File: src/rtl/spi_master_cfg.sv
// Full-duplex SPI master with configurable word width, SCLK divider, CPOL/CPHA and chip selects.
// One command per transfer; the received word is returned with a single-cycle rx_valid strobe.
module spi_master_cfg #(
    parameter int unsigned DATA_W  = 8,
    parameter int unsigned CLK_DIV = 4,
    parameter int unsigned NUM_CS  = 1,
    parameter int unsigned CS_W    = (NUM_CS > 1) ? $clog2(NUM_CS) : 1
) (
    input  logic              clk,
    input  logic              rst_n,
    input  logic              tx_valid,
    output logic              tx_ready,
    input  logic [DATA_W-1:0] tx_data,
    input  logic [CS_W-1:0]   tx_cs_sel,
    input  logic              cpol,
    input  logic              cpha,
    output logic              rx_valid,
    output logic [DATA_W-1:0] rx_data,
    output logic              busy,
    output logic              sclk,
    output logic              mosi,
    input  logic              miso,
    output logic [NUM_CS-1:0] cs_n
);
    localparam int unsigned DIV_W = (CLK_DIV > 1) ? $clog2(CLK_DIV) : 1;
    localparam int unsigned BIT_W = $clog2(DATA_W) + 1;
    localparam logic [DIV_W-1:0] DIV_LAST = DIV_W'(CLK_DIV - 1);
    localparam logic [BIT_W-1:0] BIT_LAST = BIT_W'(DATA_W - 1);

    typedef enum logic [1:0] {StIdle, StSetup, StXfer, StHold} state_e;

    state_e            state_q, state_d;
    logic [DIV_W-1:0]  div_q, div_d;
    logic [BIT_W-1:0]  bit_q, bit_d;
    logic              lead_q, lead_d;
    logic              cpol_q, cpol_d;
    logic              cpha_q, cpha_d;
    logic [DATA_W-1:0] tx_sr_q, tx_sr_d;
    logic [DATA_W-1:0] rx_sr_q, rx_sr_d;
    logic [DATA_W-1:0] rx_data_q, rx_data_d;
    logic              rx_valid_q, rx_valid_d;
    logic              sclk_q, sclk_d;
    logic              mosi_q, mosi_d;
    logic [NUM_CS-1:0] cs_n_q, cs_n_d;
    logic [NUM_CS-1:0] cs_dec;
    logic              accept, div_wrap, edge_en, last_edge, sample_en, drive_en;

    assign accept    = (state_q == StIdle) && tx_valid;
    assign div_wrap  = (div_q == DIV_LAST);
    assign edge_en   = (state_q == StXfer) && div_wrap;
    // lead_q marks that the coming SCLK edge is a leading one
    assign last_edge = edge_en && !lead_q && (bit_q == BIT_LAST);
    assign sample_en = edge_en && (lead_q ^ cpha_q);
    assign drive_en  = edge_en && (cpha_q ? lead_q : (!lead_q && !last_edge));

    // Out-of-range selects match no line, so every cs_n stays high
    always_comb begin
        cs_dec = '1;
        for (int unsigned i = 0; i < NUM_CS; i++) begin
            cs_dec[i] = (32'(tx_cs_sel) != i);
        end
    end

    always_ff @(posedge clk or negedge rst_n) begin
        if (!rst_n) begin
            state_q <= StIdle;
        end else begin
            state_q <= state_d;
        end
    end

    always_comb begin
        state_d = state_q;
        unique case (state_q)
            StIdle:  if (accept)    state_d = StSetup;
            StSetup: if (div_wrap)  state_d = StXfer;
            StXfer:  if (last_edge) state_d = StHold;
            StHold:  if (div_wrap)  state_d = StIdle;
        endcase
    end

    always_comb begin
        cpol_d     = cpol_q;
        cpha_d     = cpha_q;
        lead_d     = lead_q;
        bit_d      = bit_q;
        tx_sr_d    = tx_sr_q;
        rx_sr_d    = rx_sr_q;
        rx_data_d  = rx_data_q;
        rx_valid_d = 1'b0;
        sclk_d     = sclk_q;
        mosi_d     = mosi_q;
        cs_n_d     = cs_n_q;
        div_d      = (state_q == StIdle || div_wrap) ? '0 : div_q + DIV_W'(1);
        unique case (state_q)
            StIdle: begin
                sclk_d = cpol;
                mosi_d = 1'b0;
                cs_n_d = '1;
                if (accept) begin
                    cpol_d  = cpol;
                    cpha_d  = cpha;
                    lead_d  = 1'b1;
                    bit_d   = '0;
                    rx_sr_d = '0;
                    cs_n_d  = cs_dec;
                    // CPHA=0 presents the MSB during setup, so it leaves the shifter now
                    tx_sr_d = cpha ? tx_data : {tx_data[DATA_W-2:0], 1'b0};
                    mosi_d  = cpha ? 1'b0 : tx_data[DATA_W-1];
                end
            end
            StSetup: begin
                sclk_d = cpol_q;
            end
            StXfer: begin
                if (edge_en) begin
                    sclk_d = ~sclk_q;
                    lead_d = ~lead_q;
                    if (!lead_q) bit_d = bit_q + BIT_W'(1);
                end
                if (sample_en) rx_sr_d = {rx_sr_q[DATA_W-2:0], miso};
                if (drive_en) begin
                    mosi_d  = tx_sr_q[DATA_W-1];
                    tx_sr_d = {tx_sr_q[DATA_W-2:0], 1'b0};
                end
            end
            StHold: begin
                sclk_d = cpol_q;
                if (div_wrap) begin
                    cs_n_d     = '1;
                    mosi_d     = 1'b0;
                    rx_data_d  = rx_sr_q;
                    rx_valid_d = 1'b1;
                end
            end
        endcase
    end

    always_ff @(posedge clk or negedge rst_n) begin
        if (!rst_n) begin
            div_q      <= '0;
            bit_q      <= '0;
            lead_q     <= 1'b1;
            cpol_q     <= 1'b0;
            cpha_q     <= 1'b0;
            tx_sr_q    <= '0;
            rx_sr_q    <= '0;
            rx_data_q  <= '0;
            rx_valid_q <= 1'b0;
            sclk_q     <= 1'b0;
            mosi_q     <= 1'b0;
            cs_n_q     <= '1;
        end else begin
            div_q      <= div_d;
            bit_q      <= bit_d;
            lead_q     <= lead_d;
            cpol_q     <= cpol_d;
            cpha_q     <= cpha_d;
            tx_sr_q    <= tx_sr_d;
            rx_sr_q    <= rx_sr_d;
            rx_data_q  <= rx_data_d;
            rx_valid_q <= rx_valid_d;
            sclk_q     <= sclk_d;
            mosi_q     <= mosi_d;
            cs_n_q     <= cs_n_d;
        end
    end

    assign tx_ready = (state_q == StIdle);
    assign busy     = (state_q != StIdle);
    assign rx_valid = rx_valid_q;
    assign rx_data  = rx_data_q;
    assign sclk     = sclk_q;
    assign mosi     = mosi_q;
    assign cs_n     = cs_n_q;

endmodule

File: config.mk
export PLATFORM = sky130hd
export DESIGN_NAME = spi_master_cfg
export DESIGN_NICKNAME = d
export VERILOG_FILES = /design/src/rtl/spi_master_cfg.sv
export SDC_FILE = /design/constraint.sdc
export NUM_CORES = 1
export LEC_CHECK = 0
export CORE_MARGIN = 8
export CORE_UTILIZATION = 53
export DETAILED_ROUTE_END_ITERATION = 16
export PLACE_DENSITY = 0.78
export SYNTH_ARGS = -nofsm -noshare
export SYNTH_HDL_FRONTEND = slang
export SYNTH_SLANG_ARGS = --single-unit
File: constraint.sdc
create_clock -name clk -period 1.89 [get_ports clk]
set_clock_uncertainty 0.05 [all_clocks]
set_input_delay 0.189 -clock clk [delete_from_list [all_inputs] [get_ports clk]]
set_output_delay 0.189 -clock clk [all_outputs]
set_load 0.02 [all_outputs]
==> impl_metrics.yaml, run 1 <==
grt:
  grt_usage_pct: 14.8
  grt-ovfl-total: 0
  grt_max_degree: 24
  grt_first_pass_wirelength_um: 7250
  antenna_found_initial: 0
  grt_pass1_vias: 1571
synthesis:
  syn_avg_cell_area_um2: 10.6
  yosys_warnings: 0
  seq_area_frac_synth_pct: 49.7
  syn_nets: 207
  synth_cell_type_count: 35
  synth_ff_type: "dfrtp_1"
  ys_seq_elements: 39
  ys_async_sr_fraction_pct: 100
  synth_cells: 185
  synth-edff-count: 0
  synth_area_um2: 1970
timing:
  max_freq_mhz: 551
  layout_setup_ws_ns: 0.0762
  drv_slew: 0
  slew_headroom_pct: 65.3
  rsz0062_at_grt: "yes"
  finalSetupViolCount: 0
  tightest_slew_ns: 0.520
  period_minus_slack_ns: 1.81
  period_share_pct: 96.0
  hold_violations: 0
die:
  pin_count: 29
  start_util_pct: 54.5
  die_h_um: 76.9
  die_w_um: 76.9
  placementRows: 22
  core_um2: 3610
  dieArea_um2: 5920
setup_path:
  critPathSlowestCell: "dfrtp_1"
  cp_data_required_time_ns: 2.02
  cp_num_buf_inv: 1
  cp_top_family: "multiplexers"
  timing.rr.start: "state_q[1]"
  critPathArrivalTime_ns: 1.95
  cp.depth: 5
  rrSetupSlack_ns: 0.08
  worst_setup_path_end_kind: "flop"
  startpoint: "state_q[1]"
  regToRegEndpoint: "tx_sr_q[2]"
  crit_fanout: 8
  path_cells: "inv_1, ha_2, mux2_4, nand3_4, mux2_2"
  crit_type: "flop to flop"
  start_kind: "flop"
  worstSetupEndpoint: "tx_sr_q[2]"
  reg2regPathDepth: 5
  slowest_delay_ns: 0.42
place:
  dp_hpwl_um: 3010
  numPortBuffers: 28
  dp_slack_ns: 0.00320
  placed_cells: 259
  gp_congestion: 0.848
hold_path:
  hold_path.class: "input port to async pin"
route:
  vias: 1427
  first_pass_iters: 4
  via_per_inst: 5.32
  drt_iter0_drc: 55
  drtAntennaViolNets: 0
  drc: 0
  wl_per_cell_um: 14.8
  wl_um: 3970
clock_tree:
  root_buffer: "clkbuf_8"
  cts_max_path_buffers: 2
  h-tree-depth: 2
  cts.sinks: 39
  cts_buffers: 5
  clk_latency_ns: 0.30
  clkTransAtPathRegs_ns: 0.08
  cts_tree: "done"
  post-cts-setup-buffer-count: 0
final_layout:
  fillers: 284
  diodes: 0
  layout-drive-gt1-share_pct: 17.7
  layout.nets: 241
  seq_area_um2: 978
  syn_to_final_growth_pct: 24.8
  final_cells: 268
  multiInputGateArea_um2: 892
power_and_ir_drop:
  power.density_nw_per_um2: 1600
  ir_drop_mv: 0.810
  p_leak_nw: 1.10
flow_run:
  max_cap_violations: 0
status:
  outcome: "finished, final reports clean"
## layout by cell type, fill, tap and decap left out, types with 2 or more instances in the layout
master and instances:
a21oi_1 4, a22o_1 2, and3_1 2, buf_4 5
bufinv_16 2, clkbuf_8 5, clkdlybuf4s50_1 25, dfrtp_1 37
dfstp_2 2, dlygate4sd2_1 2, ha_1 6, inv_1 15
mux2_1 2, mux2_2 7, mux2_4 4, mux2i_1 15
nand2_1 30, nand3_1 3, nor2_1 4, o21ai_0 23
o21ai_2 2, o22ai_1 3
## Yosys cell counts, types with 2 or more instances
library cell | count | share of area [%]
mux2_2 | 7 | 4.0
nor2b_2 | 2 | 0.89
o21ai_2 | 2 | 0.89
nor2_1 | 4 | 0.76
a22o_1 | 2 | 0.89
o22ai_1 | 3 | 0.95
and3_1 | 2 | 0.64
dfstp_2 | 2 | 2.7
mux2_4 | 4 | 3.1
ha_1 | 7 | 4.5
nand2_1 | 30 | 5.7
a21oi_1 | 4 | 1.0
buf_2 | 2 | 0.51
nand3_1 | 3 | 0.76
mux2i_1 | 15 | 7.6
dfrtp_1 | 37 | 47
mux2_1 | 2 | 1.1
inv_1 | 15 | 2.9
buf_4 | 2 | 0.76
o21ai_0 | 23 | 5.9
clkbuf_1 | 3 | 0.57
## through the flow
stage	hold slack [ns]	util [%]	power, mW	cell area [um^2]	TNS [ns]
after floorplan	-0.157	-	2.59	1970	0
after global placement	0.137	63.8	3.03	2300	0
after detailed placement	0.146	63.8	3.11	2300	0
after CTS	0.372	68.0	3.95	2450	0
after global routing	0.391	68.1	4.20	2450	-0.0256
final	0.350	68.1	3.93	2450	0
## where the power goes
part | internal (mW) | switching (mW)
clock | 0.526 | 0.305
combinational | 0.847 | 0.944
sequential | 1.13 | 0.175
total | 2.50 | 1.42
## cell families after synthesis
family / synth area share (%)
adders and majority gates: 4.45
AOI/OAI and AO/OA: 11.6
and+or+nand+nor: 12.2
xor gates and xnor gates: 0.827
DFF: 49.7
muxes: 15.8
buffers and inverters: 5.28
## state kept, by name, summed over array words and instances (netlist names)
register / cells
rx_data: 8
rx_sr_q: 8
tx_sr_q: 8
bit_q: 4
div_q: 2
state_q: 2
cpha_q: 1
cpol_q: 1
cs_n: 1
lead_q: 1
mosi: 1
rx_valid: 1
sclk: 1
## what timing repair did
action / 4_1_cts / 5_1_grt
endpoints found under the setup margin: 3 / 6
hold buffers: 1 / 0
gates resized for setup: 3 / 1
hold endpoints to repair: 20 / 0
## layer usage
layer	share of wire (%)	track usage [%]	up-vias
met5	0	0	-
met3	6.5	5.24	7
met2	49	24.8	35
met1	43	17.1	690
li1	-	-	695
met4	1.4	4.62	0
## final cells by class
type	instances	share of cell area [%]
clock buffer	5	2.80
clock inverter	3	2.75
inverter	15	2.29
multi-input combinational	123	36.3
sequential	39	39.9
tap	48	2.45
timing repair buffer	35	13.5
## worst min-delay path by stage
| stage | depth (start not counted) | to | slack [ns] | startpoint |
|---|---|---|---|---|
| 4_1_cts | 2 | cpha_q | 0.37 | rst_n |
| 3_5_place_dp | 1 | cpha_q | 0.15 | rst_n |
| 2_1_floorplan | 0 | bit_q[0] | -0.16 | rst_n |
| 3_3_place_gp | 1 | cpha_q | 0.14 | rst_n |
| 6_report | 2 | cpha_q | 0.35 | rst_n |
| 5_1_grt | 1 | div_q[0] | 0.39 | div_q[0] |
Power figures use the tool's default switching activity.
==> inputs of run 2 (changes only) <==
ABC_CLOCK_PERIOD_IN_PS = 1890   (was default)
==> results of run 2 <==
Final layout, timing and power as in run 1 (identical DEF).
